==> src/rtl/timepulse_monitor.sv <==
// Time-pulse sequence monitor: locks onto the T01..T12 ring sampled on PSTB,
// counts memory cycles and sequence errors, and requests a restart on repeated faults.
module timepulse_monitor #(
  parameter int unsigned ERR_THRESH = 3,
  parameter int unsigned WDOG_LIMIT = 64
) (
  input  logic        CLOCK,
  input  logic        SIM_RST,
  input  logic [11:0] TPULSE,
  input  logic        PSTB,
  input  logic        GOJAM,
  input  logic        ALARM_CLR,
  output logic        IN_SYNC,
  output logic [3:0]  CUR_T,
  output logic [15:0] MCT_COUNT,
  output logic [3:0]  ERR_COUNT,
  output logic        TP_ALARM,
  output logic        GOJ1_REQ,
  output logic [1:0]  dbg_state
);

  typedef enum logic [1:0] {
    SYNC   = 2'd0,
    LOCKED = 2'd1,
    ALARM  = 2'd2
  } state_t;

  localparam logic [3:0] THRESH = 4'(ERR_THRESH);
  localparam logic [7:0] WLIM   = 8'(WDOG_LIMIT);

  state_t      state_q, state_d;
  logic [3:0]  exp_q, exp_d;
  logic [3:0]  cur_q, cur_d;
  logic [15:0] mct_q, mct_d;
  logic [3:0]  consec_q, consec_d;
  logic [7:0]  wdog_q, wdog_d;
  logic [3:0]  errc_q, errc_d, errc_base;
  logic        alarm_q, alarm_d;
  logic        goj_q, goj_d;
  logic        in_sync_q;
  logic        err_ev;
  logic [3:0]  consec_inc;
  logic [3:0]  tp_idx;
  logic        tp_valid;

  always_comb begin
    tp_idx = 4'd0;
    for (int i = 0; i < 12; i++) begin
      if (TPULSE[i]) tp_idx = 4'(i + 1);
    end
    tp_valid = $onehot(TPULSE);
  end

  always_comb begin
    state_d    = state_q;
    exp_d      = exp_q;
    cur_d      = cur_q;
    mct_d      = mct_q;
    consec_d   = consec_q;
    wdog_d     = wdog_q;
    goj_d      = 1'b0;
    err_ev     = 1'b0;
    consec_inc = (consec_q == 4'd15) ? 4'd15 : consec_q + 4'd1;

    if (GOJAM) begin
      // Restart wins over everything; the sample on this cycle is discarded.
      state_d  = SYNC;
      consec_d = 4'd0;
      wdog_d   = 8'd0;
      cur_d    = 4'd0;
    end else begin
      case (state_q)
        SYNC: begin
          wdog_d = 8'd0;
          if (PSTB && TPULSE == 12'h800) begin
            state_d = LOCKED;
            exp_d   = 4'd1;
            cur_d   = 4'd12;
          end
        end
        LOCKED: begin
          if (PSTB) begin
            wdog_d = 8'd0;
            if (tp_valid && tp_idx == exp_q) begin
              cur_d    = exp_q;
              exp_d    = (exp_q == 4'd12) ? 4'd1 : exp_q + 4'd1;
              consec_d = 4'd0;
              if (exp_q == 4'd12) mct_d = mct_q + 16'd1;
            end else begin
              err_ev = 1'b1;
              if (tp_valid) begin
                // A clean but out-of-order pulse re-anchors the sequence there.
                cur_d = tp_idx;
                exp_d = (tp_idx == 4'd12) ? 4'd1 : tp_idx + 4'd1;
              end else begin
                state_d = SYNC;
                cur_d   = 4'd0;
              end
            end
          end else if (wdog_q + 8'd1 == WLIM) begin
            err_ev  = 1'b1;
            wdog_d  = 8'd0;
            state_d = SYNC;
            cur_d   = 4'd0;
          end else begin
            wdog_d = wdog_q + 8'd1;
          end
        end
        default: begin
          cur_d = 4'd0;
        end
      endcase

      if (err_ev) begin
        consec_d = consec_inc;
        if (consec_inc >= THRESH) begin
          state_d = ALARM;
          cur_d   = 4'd0;
          goj_d   = 1'b1;
        end
      end
    end

    // Clear is applied before a coincident error is counted.
    errc_base = ALARM_CLR ? 4'd0 : errc_q;
    errc_d    = (err_ev && errc_base != 4'd15) ? errc_base + 4'd1 : errc_base;
    alarm_d   = (ALARM_CLR ? 1'b0 : alarm_q) | err_ev;
  end

  always_ff @(posedge CLOCK) begin
    if (!SIM_RST) begin
      state_q   <= SYNC;
      exp_q     <= 4'd0;
      cur_q     <= 4'd0;
      mct_q     <= 16'd0;
      consec_q  <= 4'd0;
      wdog_q    <= 8'd0;
      errc_q    <= 4'd0;
      alarm_q   <= 1'b0;
      goj_q     <= 1'b0;
      in_sync_q <= 1'b0;
    end else begin
      state_q   <= state_d;
      exp_q     <= exp_d;
      cur_q     <= cur_d;
      mct_q     <= mct_d;
      consec_q  <= consec_d;
      wdog_q    <= wdog_d;
      errc_q    <= errc_d;
      alarm_q   <= alarm_d;
      goj_q     <= goj_d;
      in_sync_q <= (state_d == LOCKED);
    end
  end

  assign IN_SYNC   = in_sync_q;
  assign CUR_T     = cur_q;
  assign MCT_COUNT = mct_q;
  assign ERR_COUNT = errc_q;
  assign TP_ALARM  = alarm_q;
  assign GOJ1_REQ  = goj_q;
  assign dbg_state = state_q;

endmodule
==> config.mk <==
export PLATFORM = sky130hd
export DESIGN_NAME = timepulse_monitor
export DESIGN_NICKNAME = d
export VERILOG_FILES = /design/src/rtl/timepulse_monitor.sv
export SDC_FILE = /design/constraint.sdc
export NUM_CORES = 1
export LEC_CHECK = 0
export BUFFER_PORTS_ARGS = -buffer_cell sky130_fd_sc_hd__buf_2
export CORE_MARGIN = 1.5
export CORE_UTILIZATION = 60
export DETAILED_ROUTE_END_ITERATION = 6
export PLACE_DENSITY_LB_ADDON = 0.1
export SLEW_MARGIN = 5
export SYNTH_ARGS = -nofsm -noshare
export SYNTH_HDL_FRONTEND = slang
export SYNTH_SLANG_ARGS = --single-unit
export TNS_END_PERCENT = 100
==> constraint.sdc <==
create_clock -name CLOCK -period 7.5 [get_ports CLOCK]
set_clock_uncertainty 0.15 [all_clocks]
set_input_delay 1.125 -clock CLOCK [delete_from_list [all_inputs] [get_ports CLOCK]]
set_output_delay 1.125 -clock CLOCK [all_outputs]
set_load 0.01 [all_outputs]
==> summary.md, run 1 <==
| Metric | Value |
|---|---|
| Final max-slew violation count | 0 |
| Synth Flop Type | dfxtp_1 |
| # setup viols final | 0 |
| Post-DP HPWL | approximately 5.3 mm |
| H-tree depth | 2 |
| Worst rel slew slack | 0.568 |
| Ports | 46 |
| Dpl cells | 480 |
| Crit path largest cell delay | 0.55 ns |
| Final std cells w/o fill | 486 |
| R2r setup slk | 4.80 ns |
| Crit path kind | primary input to flop |
| Most frequent cells in the layout | dfxtp_1 (45), buf_2 (45), nor2_1 (33) |
| CP Buf/Inv Count | 4 |
| Wire per inst | 14.3 µm |
| Nets | 458 |
| Worst path cell trace | buf_2 -> fa_1 -> fa_1 -> inv_1 -> fa_1 -> fa_1 -> inv_1 -> ha_1 -> inv_1 -> fa_1 -> nor2b_1 -> a21oi_1 -> nor2_1 -> o2111a_2 -> nand3_4 -> or4_1 -> a21oi_1 |
| CTS resizes | 0 |
| Minimum clock period | between 5 and 6 ns |
| Routability Congestion | roughly 0.86 |
| Worst Max-Slew Pin Slew | 0.647 ns |
| Worst-path clk slew | about 0.080 ns |
| Congestion Overflow GR | 0 |
| Post-synthesis async set-or-reset flop share | 0 |
| Critical path arrival | 5.47 ns |
| Detail Route Antenna Nets | 0 |
| Seq/Total Area, Yosys | 0.294 |
| Port bufs | 45 |
| Final setup TNS | 0 ns |
| FILL cells | roughly 420 |
| Cts hold-fix bufs | 0 |
| Fmax | 0.186 GHz |
| Post-synth cell types | 61 |
| Initial Util | 0.635 |
| DIE WIDTH | 74.4 µm |
| Synth-to-layout area growth | 9.61% |
| First DRT Iteration DRCs | between 300 and 400 |
| Setup crit end kind | flop |
| Worst Hold Class | flop to flop |
| P_leak | 1.40 nW |
| First-pass GRT wire length | 11.3 mm |
| Final wirelength | between 6 and 7 mm |
| Status | finished clean |
| Yosys warning count | 0 |
| Die Y | 74.4 µm |
| Worst VDD drop | 0.0743 mV |
| Clock Tree Buf Depth | 2 |
| Worst Setup Start Kind | primary input |
| Pin count of the biggest net entering global routing | 21 |
| FF+latch count, synth | 45 |
| CTS Buf Count | 5 |
| Most used cell, CP | fa_1 |
| Crit path max-delay family | adder cells |
| 1st-pass router iterations | 4 |
| Slowest-stage cell, CP | or4_1 |
| DRC | 0 |
| Initial antenna violation count | 0 |
| RSZ-0062 raised after global routing | false |
| CTS tree | built |
| Root Driver | clkbuf_8 |
| Post-synth EDFFs | 0 |
| Post-Syn Area | 0.00306 mm² |
| Total clock sinks | 45 |
| DR vias/cell | ~5.9 |
| Synth Area per Inst | 7.97 µm² |
| Net count after synthesis | 422 |
| Post-Synthesis Cells | 384 |
| Share of layout cells above drive strength 1 | 0.160 |
| Final Hold Fails | 0 |
| Core area | just under 0.005 mm² |
| Pwr/cell area | 143 mW/mm² |
| Final Cycle Share | 0.718 |
| Max-Cap Viols | 0 |
| Gr usage total | 0.258 |
| Multi-input gate area | 0.00195 mm² |
| CP max FO | 12 |
| Via count | about 2900 |
| N_diodes | 0 |
| Number of buffers inserted by post-CTS setup repair | 0 |
| Worst EP required | 7.58 ns |
| Worst-Skew Late Latency | 0.30 ns |
| Number of global-route vias before repair | approximately 2600 |
| FF/Latch Area | 901 µm² |
| Die area | roughly 0.0055 mm² |
| Placement Rows | 25 |
synthesized netlist by cell type, types with 3 or more instances:
| cell type | instances | area [µm²] |
|---|---|---|
| a211oi_1 | 4 | 30.0 |
| a21oi_1 | 32 | 160 |
| a31oi_1 | 3 | 18.8 |
| and2_1 | 7 | 43.8 |
| and3_1 | 5 | 31.3 |
| buf_2 | 3 | 15.0 |
| clkbuf_1 | 8 | 30.0 |
| dfxtp_1 | 45 | 901 |
| fa_1 | 7 | 140 |
| ha_1 | 14 | 175 |
| inv_1 | 31 | 116 |
| mux2i_1 | 6 | 60.1 |
| nand2_1 | 27 | 101 |
| nand2b_1 | 7 | 43.8 |
| nand3_1 | 17 | 85.1 |
| nand3b_1 | 3 | 22.5 |
| nand4_1 | 10 | 62.6 |
| nand4b_1 | 4 | 35.0 |
| nor2_1 | 33 | 124 |
| nor2b_1 | 10 | 62.6 |
| nor3_1 | 11 | 55.1 |
| nor4_1 | 3 | 18.8 |
| o21a_1 | 5 | 37.5 |
| o21ai_0 | 25 | 125 |
| o22ai_1 | 5 | 31.3 |
| o31ai_1 | 5 | 37.5 |
| or3_1 | 7 | 43.8 |
| or4_1 | 4 | 30.0 |
| xnor2_1 | 4 | 35.0 |
cell families after synthesis:
group                      count (synthesis)  share of synthesized area
and+or+nand+nor                          160                      0.291
xor gates and xnor gates                   6                     0.0172
AOI/OAI and AO/OA                         97                      0.203
muxes                                      7                     0.0233
adders and majority gates                 21                      0.103
buffers and inverters                     48                     0.0683
DFF                                       45                      0.294
metrics by stage:
step | instance area (µm²) | setup slack [ns] | utilization | power (mW) | hold slack, ns
after global placement | 3280 | 2.01 | 0.681 | 0.335 | 0.309
after CTS | 3350 | 2.10 | 0.696 | 0.483 | 0.348
after detailed placement | 3280 | 1.79 | 0.681 | 0.344 | 0.331
after floorplan | 3060 | 2.20 | - | 0.315 | 0.333
final | 3350 | 2.11 | 0.696 | 0.481 | 0.349
after global routing | 3350 | 1.92 | 0.696 | 0.501 | 0.368
path summary, 6_finish.rpt:
kind / start / endpoint / cells past startpoint
worst min-delay path: TP_ALARM$_SDFF_PN0_ / TP_ALARM$_SDFF_PN0_ / 2
worst max-delay path: TPULSE[0] / MCT_COUNT[11]$_SDFFE_PN0P_ / 17
worst min register to register: TP_ALARM$_SDFF_PN0_ / TP_ALARM$_SDFF_PN0_ / 2
worst max register to register: dbg_state[0]$_SDFF_PN0_ / MCT_COUNT[11]$_SDFFE_PN0P_ / 6
worst min-delay path, stage by stage, from the launching register on:
cell,delay [ns]
dfxtp_1,0.32
nand2b_1,0.07
a21oi_1,0.06
routing by layer:
layer  vias up  track usage  wire length (µm)
met5         -            0                 0
met4         0       0.0848                93
met3         9       0.0407               259
met2        70        0.432              3300
met1      1363        0.341              3300
li1       1443            -                 -
flip-flops by register name, summed over array words and instances, names as in the netlist:
signal and cells:
wdog_q 8, dbg_state 2, ERR_COUNT 4, consec_q 4
CUR_T 4, IN_SYNC 1, exp_q 4, MCT_COUNT 16
TP_ALARM 1, GOJ1_REQ 1
report_power, final:
group / switching, mW / total (mW) / internal (mW)
sequential: 0.00000224 / 0.239 / 0.239
clock: 0.0805 / 0.142 / 0.0615
combinational: 0.0612 / 0.100 / 0.0392
cell type report:
cell class / instances / area share
clock inverters: 1 / 0.00149
repair buffers: 45 / 0.0671
clock buffers: 5 / 0.0205
flip-flops and latches: 45 / 0.269
multi-input cells: 291 / 0.581
well taps: 67 / 0.0250
inverters: 32 / 0.0358
No activity file was read; power rests on OpenSTA's default activity.
==> inputs of run 2 (changes only) <==
Settings changed: CORE_UTILIZATION 60 to 57.
Clock period 7.5 ns to 5 ns, I/O delays scaled along.
==> run 2 against run 1 <==
  * Critical path depth unchanged
  * Sequential cell count is the same
  * Via count is 1.2% higher
  * Sequential share of layout area down 1.1 points
  * Hold slack got worse by 0.0072 ns
  * Clock power increased by 60%
  * Cell count grew 4.3%
  * Register-to-register slack got worse by 2.6 ns
  * Critical endpoint is now MCT_COUNT[12]$_SDFFE_PN0P_
  * Utilization shrank 1.6 points
  * Die area increased by 5.0%
==> summary.md, run 2 (synthesis results as in run 1) <==
| Metric | Value |
|---|---|
| Int Pwr | 0.543 mW (+60%) |
| Number of global-route vias before repair | 2660 (+2.9%) |
| Wire per inst | 13.3 µm (-7.0%) |
| Sequential share of power | 0.466 (-0.030) |
| Worst EP required | 5.05 ns (-2.53 ns) |
| Post-DP HPWL | 5.13 mm (-3.4%) |
| Multi-input gate area | 0.00195 mm² (+0.13%) |
| Sw power | 0.226 mW (+59%) |
| Most used cell, CP | fa_1 |
| RSZ-0062 raised after global routing | true |
| Die area | 0.00582 mm² (+5.0%) |
| CP max FO | 7 (-5) |
| First DRT Iteration DRCs | 163 (-50%) |
| N_diodes | 0 (unchanged) |
| Pin count of the biggest net entering global routing | 21 (unchanged) |
| Hold Slack | 0.342 ns (-0.00724 ns) |
| Share of layout cells above drive strength 1 | 0.197 (+0.0369) |
| Die Y | 76.3 µm (+2.5%) |
| Worst Hold Class | flop to flop |
| FF/Latch Area | 901 µm² (unchanged) |
| Core area | 0.00514 mm² (+6.7%) |
| Total clock sinks | 45 (unchanged) |
| Initial antenna violation count | 0 (unchanged) |
| Worst-Skew Late Latency | 0.30 ns (about the same) |
| Crit path largest cell delay | 0.51 ns (-0.04 ns) |
| Final Hold Fails | 0 (unchanged) |
| Crit path kind | primary input to flop |
| CTS Buf Count | 5 (unchanged) |
| First-pass GRT wire length | 11.7 mm (+3.8%) |
| Cts hold-fix bufs | 0 (unchanged) |
| Worst flop-to-flop path startpoint | dbg_state[1]$_SDFF_PN0_ |
| Worst hold path depth | 2 (unchanged) |
| Ports | 46 (unchanged) |
| FILL cells | 471 (+11%) |
| Worst-path clk slew | 0.09 ns (about the same) |
| Final max-slew violation count | 0 (unchanged) |
| Critical path arrival | 4.90 ns (-0.57 ns) |
| Final Cycle Share | 0.969 |
| Final core occ | 0.680 (-0.0160) |
| # setup viols final | 0 (unchanged) |
| Worst rel slew slack | 0.558 (-0.00930) |
| Crit path max-delay family | adder cells |
| Via count | 2920 (+1.2%) |
| Status | finished clean |
| Number of flip-flops in the largest register | 16 (unchanged) |
| Initial Util | 0.595 (-0.0399) |
| Worst Max-Slew Pin Slew | 0.661 ns (+0.0139 ns) |
| Reg-to-Reg End | MCT_COUNT[12]$_SDFFE_PN0P_ |
| Worst slack, placed | -0.127 ns (-1.92 ns) |
| Gr usage total | 0.242 (-0.0164) |
| Most frequent cells in the layout | dfxtp_1 (45), buf_2 (45), nor2_1 (32), a21oi_1 (32), inv_1 (31) |
| Max-Cap Viols | 0 (unchanged) |
| Finished Cell Area | 0.00350 mm² (+4.3%) |
| Setup crit end kind | flop |
| R2r setup slk | 2.23 ns (-2.57 ns) |
| 1st-pass router iterations | 4 (unchanged) |
| CP Buf/Inv Count | 5 (+1) |
| Synth-to-layout area growth | 14.3% |
| Clock Power Share | 0.296 (about the same) |
| Placement Cell Area | 0.00339 mm² (+3.3%) |
| DR vias/cell | 5.76 (-3.0%) |
| Root Driver | clkbuf_8 |
| Fmax | 0.206 GHz |
| Slowest-stage cell, CP | fa_1 |
| Switching share of power | 0.294 (-0.000770) |
| Final wirelength | 6.75 mm (-3.0%) |
| Congestion Overflow GR | 0 (unchanged) |
| Worst VDD drop | 0.172 mV (+130%) |
| Nets | 474 (+3.5%) |
| Worst r2r path cells | 7 (+1) |
| Worst setup margin | 0.155 ns (-1.96 ns) |
| Placement Rows | 26 (+4.0%) |
| P_leak | 1.48 nW (+5.7%) |
| Final setup TNS | 0 ns (unchanged) |
| DRC | 0 (unchanged) |
| Clock Tree Buf Depth | 2 (unchanged) |
| Worst Hold End | CUR_T[1]$_SDFF_PP0_ |
| Detail Route Antenna Nets | 0 (unchanged) |
| Critical path startpoint | TPULSE[0] |
| Minimum clock period | 4.85 ns |
| H-tree depth | 2 (unchanged) |
| Logic pwr share | 0.238 (+0.029) |
| Worst path cell trace | buf_2 -> fa_1 -> fa_1 -> inv_1 -> fa_1 -> fa_1 -> inv_1 -> ha_1 -> inv_1 -> fa_1 -> nand3b_1 -> nor2_2 -> o2111a_2 -> nand4_1 -> buf_4 -> o21a_1 -> o21a_1 |
| CTS tree | built |
| Port bufs | 45 (unchanged) |
| Hold Path Origin | CUR_T[1]$_SDFF_PP0_ |
| DIE WIDTH | 76.3 µm (+2.5%) |
| Pwr/cell area | 220 mW/mm² (+53%) |
| Routability Congestion | 0.871 (+1.4%) |
| Worst Setup Start Kind | primary input |
## run 2: cell types whose count changed in the layout (fill, tap and decap cells not counted), sizes merged
cell	previous run	this run
clkinvlp	0	1
inv	31	32
buf	45	61
## run 2: metal layers
| metal | vias to the layer above | GRT usage | part of all wire |
|---|---|---|---|
| li1 | 1486 | - | - |
| met2 | 56 | 0.406 | 0.47 |
| met5 | - | 0 | 0 |
| met4 | 0 | 0.0556 | 0.0080 |
| met3 | 6 | 0.0431 | 0.038 |
| met1 | 1372 | 0.324 | 0.49 |
## run 2: tightest hold or removal path, stage by stage, from the launching register on
cell,delay (ns)
dfxtp_1,0.32
o21ai_0,0.07
a21oi_1,0.06
## run 2: cell type report
type	count	area share
Clock buffer	5	0.0197
Clock inverter	3	0.00608
Sequential cell	45	0.258
Multi-Input combinational cell	291	0.558
Tap cell	70	0.0250
Inverter	32	0.0343
Timing Repair Buffer	61	0.0987
## run 2: power groups by stage
stage	Combinational [mW]	Clock [mW]	Sequential (mW)
finish	0.183	0.227	0.358
global route	0.210	0.251	0.358
CTS	0.175	0.234	0.358
detailed placement	0.174	0	0.366
global placement	0.168	0	0.366
floorplan	0.106	0	0.366
## run 2: worst max path at each step
stage,end,slack [ns],cells past startpoint
4_1_cts,MCT_COUNT[11]$_SDFFE_PN0P_,0.19,17
2_1_floorplan,MCT_COUNT[11]$_SDFFE_PN0P_,0.07,16
5_1_grt,MCT_COUNT[12]$_SDFFE_PN0P_,-0.04,17
3_5_place_dp,MCT_COUNT[8]$_SDFFE_PN0P_,-0.13,17
3_3_place_gp,MCT_COUNT[10]$_SDFFE_PN0P_,-0.01,17
6_report,MCT_COUNT[12]$_SDFFE_PN0P_,0.15,17
## run 2: repair_timing
item / 4_1_cts / 5_1_grt
setup endpoints to repair: 0 / 7
gates resized for setup: 0 / 1
setup buffers: 0 / 2
## run 2: through the flow
| stage | power (mW) | cells |
|---|---|---|
| 3_3_place_gp | 0.534 | 497 |
| 2_1_floorplan | 0.472 | 384 |
| 3_5_place_dp | 0.540 | 497 |
| 5_1_grt | 0.819 | 507 |
| 6_report | 0.768 | 507 |
| 4_1_cts | 0.767 | 505 |
==> inputs of run 3 (changes only) <==
Settings changed: CORE_ASPECT_RATIO from default to 1.2, CORE_UTILIZATION 57 to 59, CTS_BUF_LIST from default to sky130_fd_sc_hd__clkbuf_8, CTS_CLUSTER_DIAMETER from default to 60.
==> run 3 against run 2 <==
  * Clock-buffer cell count did not move
  * Critical path depth fell by 1
  * Hold slack got worse by 0.015 ns
  * Routed wire length rose by 3.4%
  * Register-to-register slack improved by 0.06 ns
  * First-iteration DRC count fell by 1.2%
  * Clock power rose by 23%
  * Design area barely moved
  * Critical path type unchanged
  * Largest power group unchanged
  * Highest routed layer unchanged
==> summary.md, run 3 (synthesis results as in run 1) <==
| Metric | Value |
|---|---|
| Die Y | 81.9 µm (+7.4%) |
| First DRT Iteration DRCs | 161 (-1.2%) |
| P_leak | 1.49 nW (+0.65%) |
| Slowest-stage cell, CP | or4_1 |
| Worst hold path depth | 2 (unchanged) |
| Worst VDD drop | 0.150 mV (-13%) |
| Initial antenna violation count | 0 (unchanged) |
| Core area | 0.00497 mm² (-3.2%) |
| RSZ-0062 raised after global routing | false |
| Fmax | 0.209 GHz (+1.2%) |
| Final max-slew violation count | 0 (unchanged) |
| Final Hold Fails | 0 (unchanged) |
| Root Driver | clkbuf_8 |
| Share of layout cells above drive strength 1 | 0.193 (-0.00414) |
| Finished Cell Area | 0.00350 mm² (about the same) |
| Worst setup margin | 0.211 ns (+0.0561 ns) |
| Worst-path clk slew | 0.09 ns (about the same) |
| DR vias/cell | 6.02 (+4.6%) |
| Detail Route Antenna Nets | 0 (unchanged) |
| Number of flip-flops in the largest register | 16 (unchanged) |
| Final Cycle Share | 0.958 (-0.0112) |
| Final wirelength | 6.98 mm (+3.4%) |
| Worst slack, placed | -0.151 ns (-0.0235 ns) |
| R2r setup slk | 2.29 ns (+0.06 ns) |
| Most frequent cells in the layout | dfxtp_1 (45), buf_2 (45), inv_1 (32), nor2_1 (32), a21oi_1 (32) |
| Max-Cap Viols | 0 (unchanged) |
| Worst r2r path cells | 6 (-1) |
| DIE WIDTH | 68.7 µm (-9.9%) |
| WP depth | 16 (-1) |
| 1st-pass router iterations | 4 (unchanged) |
| Cts hold-fix bufs | 0 (unchanged) |
| Routability Congestion | 0.921 (+5.8%) |
| Wire per inst | 14.1 µm (+5.7%) |
| Crit path largest cell delay | 0.53 ns (+0.02 ns) |
| Port bufs | 45 (unchanged) |
| Crit path max-delay family | adder cells |
| Status | finished clean |
| Nets | 473 (-0.21%) |
| Crit path kind | primary input to flop |
| Critical path arrival | 4.88 ns (-0.02 ns) |
| CP Buf/Inv Count | 4 (-1) |
| CP max FO | 9 (+2) |
| Worst path cell trace | buf_2 -> fa_1 -> fa_1 -> inv_1 -> fa_1 -> fa_1 -> inv_1 -> ha_1 -> inv_1 -> fa_1 -> nand3b_1 -> nor2_2 -> o2111a_2 -> nand3_4 -> or4_1 -> a21oi_1 |
| Ports | 46 (unchanged) |
| H-tree depth | 2 (unchanged) |
| Worst EP required | 5.09 ns (+0.04 ns) |
| Initial Util | 0.615 (+0.0198) |
| Setup crit end kind | flop |
| Minimum clock period | 4.79 ns (-0.0561 ns) |
| Most used cell, CP | fa_1 |
| Post-DP HPWL | 5.32 mm (+3.7%) |
| Gr usage total | 0.261 (+0.0190) |
| Placement Cell Area | 0.00338 mm² (-0.37%) |
| Clock Tree Buf Depth | 2 (unchanged) |
| First-pass GRT wire length | 11.5 mm (-2.1%) |
| # setup viols final | 0 (unchanged) |
| Pin count of the biggest net entering global routing | 21 (unchanged) |
| Placement Rows | 28 (+7.7%) |
| Worst Hold Class | flop to flop |
| DRC | 0 (unchanged) |
| Pwr/cell area | 233 mW/mm² (+6.2%) |
| Worst Max-Slew Pin Slew | 0.653 ns (-0.00798 ns) |
| Synth-to-layout area growth | 14.3% (about the same) |
| Number of global-route vias before repair | 2720 (+2.3%) |
| Congestion Overflow GR | 0 (unchanged) |
| CTS tree | built |
| Total clock sinks | 45 (unchanged) |
| Worst Setup Start Kind | primary input |
| Via count | 2987 (+2.3%) |
| Worst-Skew Late Latency | 0.30 ns (about the same) |
| Worst rel slew slack | 0.564 (+0.00533) |
| Die area | 0.00563 mm² (-3.2%) |
| N_diodes | 0 (unchanged) |
| CTS Buf Count | 5 (unchanged) |
run 3: changes by cell type in the layout (fill, tap and decap cells not counted):
cell / change
buf_4: -1
bufinv_16: +1
clkinv_2: -1
clkinv_4: +1
clkinvlp_4: -1
inv_1: +1
inv_6: -1
run 3: layout make-up:
cell class | count | area (µm²)
tap | 60 | 75.1
clock inverter | 3 | 42.5
fill | 434 | 1480
clock buffer | 5 | 68.8
timing repair buffer | 60 | 338
multi-input combinational | 291 | 1950
inverter | 32 | 120
sequential | 45 | 901
run 3: what timing repair did:
action | 4_1_cts | 5_1_grt
buffers inserted | 0 | 1
gates resized for setup | 0 | 1
setup endpoints to repair | 0 | 5
run 3: worst min-delay path: cells and delay by family, from the launching register on:
family,cells,cell delay [ns]
DFF,1,0.32
AOI/OAI and AO/OA,1,0.06
and+or+nand+nor,1,0.06
run 3: layer usage:
| layer | wire length, µm | share of wire | global-route usage | vias to the layer above |
|---|---|---|---|---|
| met2 | 3560 | 0.51 | 0.446 | 56 |
| met5 | 0 | 0 | 0 | - |
| met3 | 239 | 0.034 | 0.0425 | 10 |
| li1 | - | - | - | 1485 |
| met1 | 3080 | 0.44 | 0.327 | 1436 |
| met4 | 90 | 0.013 | 0.0922 | 0 |
run 3: power by group:
part	switching, mW	internal, mW	leakage, nW
clock	0.131	0.148	0.0595
sequential	0.00000342	0.358	0.362
combinational	0.0977	0.0814	1.07
run 3: metrics by stage:
stage | util | hold WS, ns | std cells | power, mW | TNS (ns)
after floorplan | - | 0.333 | 384 | 0.472 | 0
after global placement | 0.679 | 0.309 | 487 | 0.534 | -0.166
after detailed placement | 0.679 | 0.311 | 487 | 0.543 | -1.27
after CTS | 0.701 | 0.326 | 495 | 0.817 | 0
after global routing | 0.703 | 0.361 | 496 | 0.862 | 0
final | 0.703 | 0.327 | 496 | 0.817 | 0
run 3: worst paths after layout:
kind | startpoint | endpoint
worst max-delay path | TPULSE[0] | MCT_COUNT[11]$_SDFFE_PN0P_
worst min-delay path | TP_ALARM$_SDFF_PN0_ | TP_ALARM$_SDFF_PN0_
worst max register to register | dbg_state[1]$_SDFF_PN0_ | MCT_COUNT[11]$_SDFFE_PN0P_
worst min register to register | TP_ALARM$_SDFF_PN0_ | TP_ALARM$_SDFF_PN0_
